## src/rtl/ads1675_receiver_if.sv

```systemverilog
// Pin and sample-stream bundle between the ADS1675 CMOS-mode serial port and its receiver.
// master is the receiver side; slave is the ADC / downstream consumer side.
interface ads1675_receiver_if #(
    parameter int DW = 24
);
    logic                 sclk;
    logic                 drdy;
    logic                 dout;
    logic                 dr0;
    logic                 dr1;
    logic                 dr2;
    logic                 fpath;
    logic                 ll_cfg;
    logic                 lvds;
    logic                 clk_sel;
    logic                 cs_n;
    logic                 start;
    logic                 pown;
    logic signed [DW-1:0] data;
    logic                 valid;

    modport master (
        input  sclk, drdy, dout,
        output dr0, dr1, dr2, fpath, ll_cfg, lvds, clk_sel,
        output cs_n, start, pown,
        output data, valid
    );

    modport slave (
        output sclk, drdy, dout,
        input  dr0, dr1, dr2, fpath, ll_cfg, lvds, clk_sel,
        input  cs_n, start, pown,
        input  data, valid
    );
endinterface

```

## src/rtl/ads1675_receiver.sv

```systemverilog
// ADS1675 CMOS-mode serial receiver: drives static config/control pins, frames on the
// DRDY rising edge and shifts DW bits MSB-first from DOUT into a signed sample word.

module counter #(
    parameter int M = 24
) (
    input  logic clk,
    input  logic rst_n,
    input  logic en,
    output logic co
);
    localparam int CW = (M > 1) ? $clog2(M) : 1;
    localparam logic [CW-1:0] LAST = CW'(M - 1);

    logic [CW-1:0] cnt_r;

    // Modulo-M count; reset takes priority over enable
    always_ff @(posedge clk) begin
        if (!rst_n) begin
            cnt_r <= '0;
        end else if (en) begin
            if (cnt_r == LAST) begin
                cnt_r <= '0;
            end else begin
                cnt_r <= cnt_r + CW'(1);
            end
        end else begin
            cnt_r <= cnt_r;
        end
    end

    assign co = en & (cnt_r == LAST);
endmodule

module ads1675_receiver #(
    parameter int         DW      = 24,
    parameter logic [2:0] DR      = 3'b000,
    parameter logic       FPATH   = 1'b0,
    parameter logic       LL_CFG  = 1'b0,
    parameter logic       CLK_SEL = 1'b0
) (
    input  logic                 clk,
    input  logic                 rst_n,
    input  logic                 en,
    ads1675_receiver_if.master   bus
);
    typedef enum logic [0:0] {
        IDLE  = 1'b0,
        SHIFT = 1'b1
    } state_t;

    state_t               state_r;
    logic                 drdy_d_r;
    logic [DW-2:0]        sr_r;
    logic signed [DW-1:0] data_r;
    logic                 valid_r;
    logic                 cs_n_r;
    logic                 start_r;
    logic                 pown_r;

    logic                 rise_s;
    logic                 co_s;
    logic                 cnt_en_s;
    logic                 cnt_clr_s;
    logic                 cnt_rst_n_s;
    logic [DW-1:0]        word_s;

    assign rise_s = bus.drdy & ~drdy_d_r;
    assign word_s = {sr_r, bus.dout};

    // Counter runs only while shifting; it is cleared whenever a new frame is entered
    always_comb begin
        cnt_en_s  = 1'b0;
        cnt_clr_s = 1'b0;
        case (state_r)
            IDLE: begin
                cnt_en_s  = 1'b0;
                cnt_clr_s = en & rise_s;
            end
            SHIFT: begin
                cnt_en_s  = en;
                cnt_clr_s = en & rise_s & co_s;
            end
            default: begin
                cnt_en_s  = 1'b0;
                cnt_clr_s = 1'b0;
            end
        endcase
    end

    assign cnt_rst_n_s = rst_n & ~cnt_clr_s;

    counter #(.M(DW)) u_bit_cnt (
        .clk   (clk),
        .rst_n (cnt_rst_n_s),
        .en    (cnt_en_s),
        .co    (co_s)
    );

    // Frame FSM, shift register, output word and control pins
    always_ff @(posedge clk) begin
        if (!rst_n) begin
            state_r  <= IDLE;
            drdy_d_r <= 1'b0;
            sr_r     <= '0;
            data_r   <= '0;
            valid_r  <= 1'b0;
            cs_n_r   <= 1'b1;
            start_r  <= 1'b0;
            pown_r   <= 1'b0;
        end else if (en) begin
            drdy_d_r <= bus.drdy;
            cs_n_r   <= 1'b0;
            start_r  <= 1'b1;
            pown_r   <= 1'b1;
            valid_r  <= 1'b0;
            case (state_r)
                IDLE: begin
                    if (rise_s) begin
                        state_r <= SHIFT;
                    end else begin
                        state_r <= IDLE;
                    end
                end
                SHIFT: begin
                    sr_r <= word_s[DW-2:0];
                    if (co_s) begin
                        data_r  <= word_s;
                        valid_r <= 1'b1;
                        // A rise on the LSB cycle is the next back-to-back frame
                        state_r <= rise_s ? SHIFT : IDLE;
                    end else begin
                        state_r <= SHIFT;
                    end
                end
                default: begin
                    state_r <= IDLE;
                end
            endcase
        end
    end

    assign bus.data    = data_r;
    assign bus.valid   = valid_r;
    assign bus.cs_n    = cs_n_r;
    assign bus.start   = start_r;
    assign bus.pown    = pown_r;
    assign bus.dr0     = DR[0];
    assign bus.dr1     = DR[1];
    assign bus.dr2     = DR[2];
    assign bus.fpath   = FPATH;
    assign bus.ll_cfg  = LL_CFG;
    assign bus.clk_sel = CLK_SEL;
    assign bus.lvds    = 1'b0;
endmodule

```

## src/flat_wrapper.sv

```systemverilog
// flat-port wrapper written by rule: the top's interface ports become plain ports
module ads1675_receiver_flat 
#(
    parameter int         DW      = 24,
    parameter logic [2:0] DR      = 3'b000,
    parameter logic       FPATH   = 1'b0,
    parameter logic       LL_CFG  = 1'b0,
    parameter logic       CLK_SEL = 1'b0
)
  (clk, rst_n, en, bus_sclk, bus_drdy, bus_dout, bus_dr0, bus_dr1, bus_dr2, bus_fpath, bus_ll_cfg, bus_lvds, bus_clk_sel, bus_cs_n, bus_start, bus_pown, bus_data, bus_valid);
  ads1675_receiver_if #(.DW(DW)) bus_i ();
  input  logic clk;
  input  logic rst_n;
  input  logic en;
  input wire logic [$bits(bus_i.sclk)-1:0] bus_sclk;
  input wire logic [$bits(bus_i.drdy)-1:0] bus_drdy;
  input wire logic [$bits(bus_i.dout)-1:0] bus_dout;
  output wire logic [$bits(bus_i.dr0)-1:0] bus_dr0;
  output wire logic [$bits(bus_i.dr1)-1:0] bus_dr1;
  output wire logic [$bits(bus_i.dr2)-1:0] bus_dr2;
  output wire logic [$bits(bus_i.fpath)-1:0] bus_fpath;
  output wire logic [$bits(bus_i.ll_cfg)-1:0] bus_ll_cfg;
  output wire logic [$bits(bus_i.lvds)-1:0] bus_lvds;
  output wire logic [$bits(bus_i.clk_sel)-1:0] bus_clk_sel;
  output wire logic [$bits(bus_i.cs_n)-1:0] bus_cs_n;
  output wire logic [$bits(bus_i.start)-1:0] bus_start;
  output wire logic [$bits(bus_i.pown)-1:0] bus_pown;
  output wire logic [$bits(bus_i.data)-1:0] bus_data;
  output wire logic [$bits(bus_i.valid)-1:0] bus_valid;
  assign bus_i.sclk = bus_sclk;
  assign bus_i.drdy = bus_drdy;
  assign bus_i.dout = bus_dout;
  assign bus_dr0 = bus_i.dr0;
  assign bus_dr1 = bus_i.dr1;
  assign bus_dr2 = bus_i.dr2;
  assign bus_fpath = bus_i.fpath;
  assign bus_ll_cfg = bus_i.ll_cfg;
  assign bus_lvds = bus_i.lvds;
  assign bus_clk_sel = bus_i.clk_sel;
  assign bus_cs_n = bus_i.cs_n;
  assign bus_start = bus_i.start;
  assign bus_pown = bus_i.pown;
  assign bus_data = bus_i.data;
  assign bus_valid = bus_i.valid;
  ads1675_receiver #(.DW(DW), .DR(DR), .FPATH(FPATH), .LL_CFG(LL_CFG), .CLK_SEL(CLK_SEL)) u_core (.clk(clk), .rst_n(rst_n), .en(en), .bus(bus_i));
endmodule
```

## config.mk

```make
export PLATFORM = sky130hd
export DESIGN_NAME = ads1675_receiver_flat
export DESIGN_NICKNAME = d
export VERILOG_FILES = /design/src/rtl/ads1675_receiver_if.sv /design/src/rtl/ads1675_receiver.sv /design/src/flat_wrapper.sv
export SDC_FILE = /design/constraint.sdc
export NUM_CORES = 1
export LEC_CHECK = 0
export CAP_MARGIN = 20
export CORE_UTILIZATION = 56
export CTS_BUF_LIST = sky130_fd_sc_hd__clkbuf_8 sky130_fd_sc_hd__clkbuf_16
export CTS_CLUSTER_SIZE = 8
export DETAILED_ROUTE_END_ITERATION = 8
export PLACE_DENSITY = 0.83
export SYNTH_ARGS = -nofsm -noshare
export SYNTH_HDL_FRONTEND = slang
export SYNTH_SLANG_ARGS = --single-unit
```

## constraint.sdc

```tcl
create_clock -name clk -period 2.66 [get_ports clk]
set_input_delay 0.665 -clock clk [delete_from_list [all_inputs] [get_ports clk]]
set_output_delay 0.665 -clock clk [all_outputs]
set_load 0.01 [all_outputs]
```

==> out/results.ini, run 1 <==
[route]
num_vias=1730
drt-initial-drc-count=115
post_drt_wl_per_cell_um=11.6
viasPerCell=5.01
drc=0
dr.pass1.iters=4
antenna_left=0
drt_wl_total_mm=4.02

[logic_synthesis]
synth_compound_area_share_pct=20.2
synth-seq-cells=57
syn-instance-count=261
synthMuxAreaShare_pct=0.852
synthTopCellsByArea=dfxtp_1 (49%), nand2_1 (16%), a21boi_0 (9.3%), a21boi_2 (9.1%), buf_4 (3.8%)
yosysTopAreaCell=dfxtp_1
synth_top_area_share_pct=48.5
netlist_area_um2=2350
yosysSeqAreaShare_pct=48.5
synth_xor_area_share_pct=0.745
yosys_warnings=0
synth_top_family_by_area=simple AND/OR/NAND/NOR gates
syn_avg_cell_area_um2=9.01
synthSimpleGateAreaFrac_pct=21.4
synthAdderAreaFrac_pct=0.532
yosysUniqueCellTypes=33

[timing]
period_needed_ns=1.91
slew_headroom_pct=62.6
rsz0062_at_grt=false
period_share_pct=71.8
drv_slew=0
worst_slack_ns=0.749
worst_pin_slew_ns=0.559
timing.clock.skew_ns=0.00432
fin_tns_setup_ns=0
finalHoldViolCount=0
setup_viol=0
max_freq_mhz=523

[min_path]
min_from=u_core.bus.data[11]
holdPathStages=2
min_path_type=reg2reg
hold_path_end=u_core.bus.data[11]

[pwr]
vdd_ir_drop_max_uv=328
finalPower_w=0.00157
power_leakage_nw=0.961
p_per_area_nw_per_um2=567

[global_route]
grt_pass1_vias=1536
grt_usage_pct=20.7
antenna_found_initial=0
grt_overflow=0
grt_pass1_wl_mm=6.62
grt_max_degree=27

[setup_path]
critical_path.top_delay_family=simple AND/OR/NAND/NOR gates
cp_num_buf_inv=1
end_kind=flip-flop
cp-start-kind=input pin
timing.rr.start=u_core.u_bit_cnt.cnt_r[0]
r2r_slack_ns=1.02
arrival_ns=2.17
cp_slowest_stage_delay_ns=0.64
crit_type=in2reg
critical_path.slowest_cell=clkdlybuf4s50_1
required_ns=2.92
worst-r2r-cell-count=5
worst-path-max-fanout=25
rr_endpoint=u_core.bus.data[7]
path_cells=clkdlybuf4s50_1 > nand2_2 > nor2_4 > nand2_1 > a21boi_0

[die]
rows=23
design.portCount=41
fp.dieH_um=66.8
fp.dieW_um=66.8
core_area_um2=4030
dieArea_um2=4460
start_util_pct=58.4

[clock_tree]
tritoncts=yes
cts.path.max_buffers=2
path_clk_slew_ns=0.06
ctsHoldBuffers=0
clock_sinks=57
post_cts_buffers=0
cts_buffers=9
clock_latency_ns=0.33
cts-htree-levels=3
cts_resized=0
root_buffer=clkbuf_8

[status]
status=completed

[cells_and_area]
fin_nets=298
n_antenna_cell=0
syn2layout_area_growth_pct=18.1
final_area_um2=2780
drive_above_1_share_pct=13.9

[placement]
place_ws_ns=0.365
io_buffers=32
place_hpwl_mm=2.62
dpl_cell_area_um2=2620
gp_congestion=0.797

[run]
maxCapViolCount=0

registers in the layout, summed over array words and instances (netlist names):
signal and flops:
u_core.bus.data 24, u_core.sr_r 23, u_core.u_bit_cnt.cnt_r 5, u_core.bus.cs_n 1, u_core.bus.pown 1, u_core.bus.valid 1, u_core.drdy_d_r 1, u_core.state_r 1
worst register-to-register path, cell delays in order (launching register included):
cell and delay, ns:
dfxtp_1 0.38, ha_1 0.22, nand4b_1 0.18, nor2_4 0.50, nand2_1 0.13, a21boi_0 0.16
synthesized netlist by cell type:
master / count
buf_2: 3
xor2_1: 2
buf_6: 3
nand2_2: 1
o21a_1: 1
a21boi_0: 29
ha_1: 1
a21boi_2: 19
a21boi_1: 1
inv_1: 1
dfxtp_1: 57
buf_8: 1
buf_4: 12
nand4_1: 1
and3_2: 1
nand2b_1: 1
nand3_1: 1
nor3_2: 1
nand2_1: 100
nor2_4: 1
and4b_1: 1
nor3_1: 1
a21oi_1: 2
a21oi_2: 1
clkbuf_1: 5
o21ai_0: 2
nand4b_1: 1
conb_1: 1
and2_4: 1
mux2i_1: 2
nand2_4: 1
nor2_1: 2
nor2b_1: 4
worst max path at each step:
stage	cells after the start	slack, ns	start	to
2_1_floorplan	7	1.15	en	u_core.bus.data[10]
5_1_grt	5	0.53	en	u_core.bus.data[6]
6_report	5	0.75	en	u_core.bus.data[7]
3_5_place_dp	5	0.36	en	u_core.bus.data[7]
4_1_cts	5	0.72	en	u_core.bus.data[7]
3_3_place_gp	5	0.41	en	u_core.bus.data[4]
area by class of cell:
type | count | area, µm²
Fill cell | 334 | 1250
Sequential cell | 57 | 1140
Multi-Input combinational cell | 185 | 1060
Timing Repair Buffer | 37 | 358
Clock buffer | 10 | 138
Tap cell | 50 | 62.6
Clock inverter | 5 | 18.8
Inverter | 1 | 3.75
power by group:
part,switching (W),internal [W]
sequential,0.00000442,0.000860
clock,0.000300,0.000341
combinational,0.0000370,0.0000327
per-layer routing:
layer  GRT usage, %  vias up  wire (µm)
met1           23.3      803       1910
met5              0        -          0
met3           8.39        4        193
met2           32.7       38       1880
met4           12.2        0         35
li1               -      885          -
through the flow:
step	utilization, %	cells	hold WS (ns)
after floorplan	-	267	0.441
after global placement	65.1	330	0.441
after detailed placement	65.1	330	0.454
after CTS	68.9	345	0.462
after global routing	68.9	345	0.481
final	68.9	345	0.461
placed cells by master, fill, tap and decap left out, drive strengths merged:
master         count
nand2            102
dfxtp             57
a21boi            49
clkdlybuf4s50     32
clkbuf            10
conb               7
inv                6
buf                5
nor2b              4
nor2               3
a21oi              3
xor2               2
o21ai              2
mux2i              2
nor3               2
nand4b             1
and4b              1
and2               1
nand4              1
and3               1
o21a               1
nand3              1
nand2b             1
ha                 1
cell families (layout without fill, tap and decap cells):
logic type	after synthesis	count (layout)
muxes	2	2
other	1	7
xor gates and xnor gates	2	2
DFF	57	57
adders and majority gates	1	1
AOI/OAI and AO/OA	55	55
and+or+nand+nor	118	118
buffers and inverters	25	53
(Power assumes the default switching activity.)
==> run 2, diff against run 1 <==
--- a/config.mk
+++ b/config.mk
@@ -6,11 +6,11 @@
 export NUM_CORES = 1
 export LEC_CHECK = 0
 export CAP_MARGIN = 20
-export CORE_UTILIZATION = 56
+export CORE_UTILIZATION = 52
 export CTS_BUF_LIST = sky130_fd_sc_hd__clkbuf_8 sky130_fd_sc_hd__clkbuf_16
 export CTS_CLUSTER_SIZE = 8
 export DETAILED_ROUTE_END_ITERATION = 8
-export PLACE_DENSITY = 0.83
+export PLACE_DENSITY = 0.78
 export SYNTH_ARGS = -nofsm -noshare
 export SYNTH_HDL_FRONTEND = slang
 export SYNTH_SLANG_ARGS = --single-unit
==> constraint.sdc (replaced) <==
create_clock -name clk -period 1.82 [get_ports clk]
set_input_delay 0.455 -clock clk [delete_from_list [all_inputs] [get_ports clk]]
set_output_delay 0.455 -clock clk [all_outputs]
set_load 0.01 [all_outputs]
==> out/results.ini, run 2 (synthesis results as in run 1) <==
[route]
drc=0
antenna_left=0
viasPerCell=4.96
dr.pass1.iters=6
drt_wl_total_mm=4.09
post_drt_wl_per_cell_um=11.6
num_vias=1740
drt-initial-drc-count=92

[die]
dieArea_um2=4790
design.portCount=41
rows=24
start_util_pct=54.0
fp.dieH_um=69.2
core_area_um2=4350
fp.dieW_um=69.2

[setup_path]
r2r_slack_ns=0.36
cp-start-kind=flip-flop
required_ns=1.36
worst-path-max-fanout=3
arrival_ns=1.22
critical_path.top_delay_family=buffers and inverters
crit_type=reg2out
worst-r2r-cell-count=6
cp_num_buf_inv=1
timing.rr.start=u_core.u_bit_cnt.cnt_r[0]
critical_path.slowest_cell=clkdlybuf4s50_1
rr_endpoint=u_core.bus.data[15]
path_cells=clkdlybuf4s50_1
end_kind=output port
cp_slowest_stage_delay_ns=0.55

[cells_and_area]
largest_register_ffs=24
n_antenna_cell=0
final_cell_mix=nand2_1 (100), dfxtp_1 (57), clkdlybuf4s50_1 (32)
final_common_cell=nand2_1
final_cell_count_no_fill=351
fin_nets=301
fillers=361
drive_above_1_share_pct=16.1
syn2layout_area_growth_pct=21.9

[global_route]
grt_overflow=0
antenna_found_initial=0
grt_pass1_vias=1630
grt_usage_pct=19.0
grt_max_degree=39
grt_pass1_wl_mm=7.07

[clock_tree]
ctsHoldBuffers=0
cts-htree-levels=3
cts_buffers=9
clock_latency_ns=0.33
tritoncts=yes
cts.path.max_buffers=2
clock_sinks=57
cts_resized=0
post_cts_buffers=0
root_buffer=clkbuf_8
path_clk_slew_ns=0.06

[min_path]
holdPathStages=2
min_from=u_core.bus.data[23]
min_path_type=reg2reg
hold_path_end=u_core.bus.data[23]

[timing]
finalHoldViolCount=0
timing.clock.skew_ns=0.00704
holdWs_ns=0.460
setup_viol=0
period_needed_ns=1.68
max_freq_mhz=596
fin_tns_setup_ns=0
period_share_pct=92.2
drv_slew=0
rsz0062_at_grt=false

[status]
status=completed

[pwr]
p_per_area_nw_per_um2=895
vdd_ir_drop_max_uv=438
power_leakage_nw=0.996

[run]
maxCapViolCount=0

[placement]
place_inst=335
place_hpwl_mm=2.54
io_buffers=32
gp_congestion=0.836

-- run 2: changes by cell type in the layout (fill, tap and decap cells not counted), sizes merged --
cell    delta
bufinv     +1
clkbuf     +2
buf        +3
inv        -3
clkinv     +1
-- run 2: how the worst max path moves through the flow --
stage | start | end | depth (start not counted)
floorplan | en | u_core.bus.data[10] | 7
global placement | en | u_core.bus.data[19] | 5
detailed placement | en | u_core.bus.data[10] | 5
CTS | u_core.bus.valid | bus_valid | 1
global route | u_core.bus.valid | bus_valid | 1
finish | u_core.bus.pown | bus_start | 1
-- run 2: final cells by class --
cell class / count / area [µm²] / area share (%)
Multi-Input combinational cell: 185 / 1060 / 36.8
Sequential cell: 57 / 1140 / 39.8
Tap cell: 52 / 65.1 / 2.27
Clock buffer: 12 / 165 / 5.76
Inverter: 1 / 3.75 / 0.131
Clock inverter: 4 / 42.5 / 1.48
Timing Repair Buffer: 40 / 393 / 13.7
-- run 2: per-layer routing --
layer	track usage, %	share of wire, %	vias to the layer above
li1	-	-	893
met1	21.7	45	794
met4	12.9	2.4	0
met3	4.80	3.9	8
met5	0	0	-
met2	31.1	49	45
-- run 2: power by group --
group / internal [W] / switching [W] / leakage, nW
logic: 0.0000490 / 0.0000540 / 0.421
clock network: 0.000732 / 0.000468 / 0.115
registers: 0.00126 / 0.00000607 / 0.460
total: 0.00204 / 0.000528 / 0.996
-- run 2: through the flow --
stage               area (µm²)  setup WS, ns  total power [W]  util (%)
global route              2870         0.105          0.00265      65.8
floorplan                 2370         0.520          0.00138         -
finish                    2870         0.142          0.00256      65.8
global placement          2660        0.0592          0.00139      61.1
CTS                       2870         0.121          0.00259      65.8
detailed placement        2660        0.0418          0.00139      61.1
==> run 3, diff against run 2 <==
--- a/config.mk
+++ b/config.mk
@@ -6,6 +6,7 @@
 export NUM_CORES = 1
 export LEC_CHECK = 0
 export CAP_MARGIN = 20
+export CORE_ASPECT_RATIO = 1.25
 export CORE_UTILIZATION = 52
 export CTS_BUF_LIST = sky130_fd_sc_hd__clkbuf_8 sky130_fd_sc_hd__clkbuf_16
 export CTS_CLUSTER_SIZE = 8
==> out/results.ini, run 3 (synthesis results as in run 1) <==
[pwr]
switching_share_pct=21.5
clockPowerShare_pct=39.0
power_leakage_nw=0.983
pwr-share-seq_pct=56.3
p_per_area_nw_per_um2=791
power_frac_comb_pct=4.8
power.internal_w=0.00176
vdd_ir_drop_max_uv=769
p_switching_w=0.000482

[clock_tree]
ctsHoldBuffers=0
path_clk_slew_ns=0.06
post_cts_buffers=0
cts.path.max_buffers=2
cts_buffers=9
clock_sinks=57
cts_resized=0
cts-htree-levels=3
clock_latency_ns=0.32
tritoncts=yes
root_buffer=clkbuf_8

[run]
maxCapViolCount=0

[cells_and_area]
fin_nets=303
syn2layout_area_growth_pct=20.7
largest_register_ffs=24
drive_above_1_share_pct=15.4
n_antenna_cell=0
final_common_cell=nand2_1
final_cell_mix=nand2_1 (100), dfxtp_1 (57), clkdlybuf4s50_1 (32)
final_cell_count_no_fill=357

[setup_path]
critical_path.slowest_cell=clkdlybuf4s50_1
required_ns=1.36
cp_slowest_stage_delay_ns=0.55
cp-start-kind=flip-flop
crit_type=reg2out
end_kind=output port
cp_num_buf_inv=1
worst-path-max-fanout=3
path_cells=clkdlybuf4s50_1
arrival_ns=1.22
critical_path.top_delay_family=buffers and inverters

[global_route]
antenna_found_initial=0
grt_overflow=0
grt_pass1_vias=1560
grt_usage_pct=17.9
grt_max_degree=31
grt_pass1_wl_mm=6.78

[route]
drc=0
drt-initial-drc-count=56
viasPerCell=4.87
antenna_left=0
num_vias=1738
drt_wl_total_mm=3.86
dr.pass1.iters=4
post_drt_wl_per_cell_um=10.8

[die]
rows=27
start_util_pct=53.9
dieArea_um2=4800
core_area_um2=4360
fp.dieH_um=77.2
design.portCount=41
fp.dieW_um=62.1

[placement]
place_hpwl_mm=2.68
place_inst=343
io_buffers=32
gp_congestion=0.764

[timing]
finalHoldViolCount=0
setup_viol=0
fin_tns_setup_ns=0
drv_slew=0
rsz0062_at_grt=false
period_share_pct=92.2
period_needed_ns=1.68
timing.clock.skew_ns=0.00239
max_freq_mhz=596

[status]
status=completed

[min_path]
min_path_type=reg2reg

run 3: cell type report:
cell class	count	area [µm²]
clock buffers	9	124
clock inverters	5	20.0
fillers	379	1520
inverters	1	3.75
multi-input cells	185	1060
flip-flops and latches	57	1140
well taps	58	72.6
repair buffers	42	420
run 3: per-layer routing:
layer | vias up | GRT usage, % | wire length [µm]
met2 | 52 | 28.1 | 1910
met4 | 0 | 9.07 | 37
met3 | 4 | 5.80 | 198
met1 | 786 | 21.8 | 1710
met5 | - | 0 | 0
li1 | 896 | - | -
run 3: power by group through the flow:
stage	Combinational, W	Sequential [W]	Clock, W
floorplan	0.0000876	0.00129	0
global placement	0.000105	0.00129	0
detailed placement	0.000107	0.00129	0
CTS	0.000107	0.00126	0.000908
global route	0.000117	0.00126	0.000974
finish	0.000107	0.00126	0.000875
run 3: final timing paths:
path	start	endpoint	slack, ns	cells after the start
worst min-delay path	u_core.bus.data[16]	u_core.bus.data[16]	0.46	2
worst max-delay path	u_core.bus.pown	bus_pown	0.14	1
worst min register to register	u_core.bus.data[16]	u_core.bus.data[16]	0.46	2
worst max register to register	u_core.u_bit_cnt.cnt_r[0]	u_core.bus.data[2]	0.37	5
run 3: through the flow:
stage | instance area, µm² | total power (W) | setup WS (ns) | hold WS (ns) | util [%]
after floorplan | 2370 | 0.00138 | 0.520 | 0.441 | -
after global placement | 2690 | 0.00139 | 0.0850 | 0.448 | 61.8
after detailed placement | 2690 | 0.00140 | 0.0459 | 0.448 | 61.8
after CTS | 2840 | 0.00228 | 0.111 | 0.462 | 65.1
after global routing | 2840 | 0.00235 | 0.0880 | 0.477 | 65.1
final | 2840 | 0.00224 | 0.142 | 0.460 | 65.1
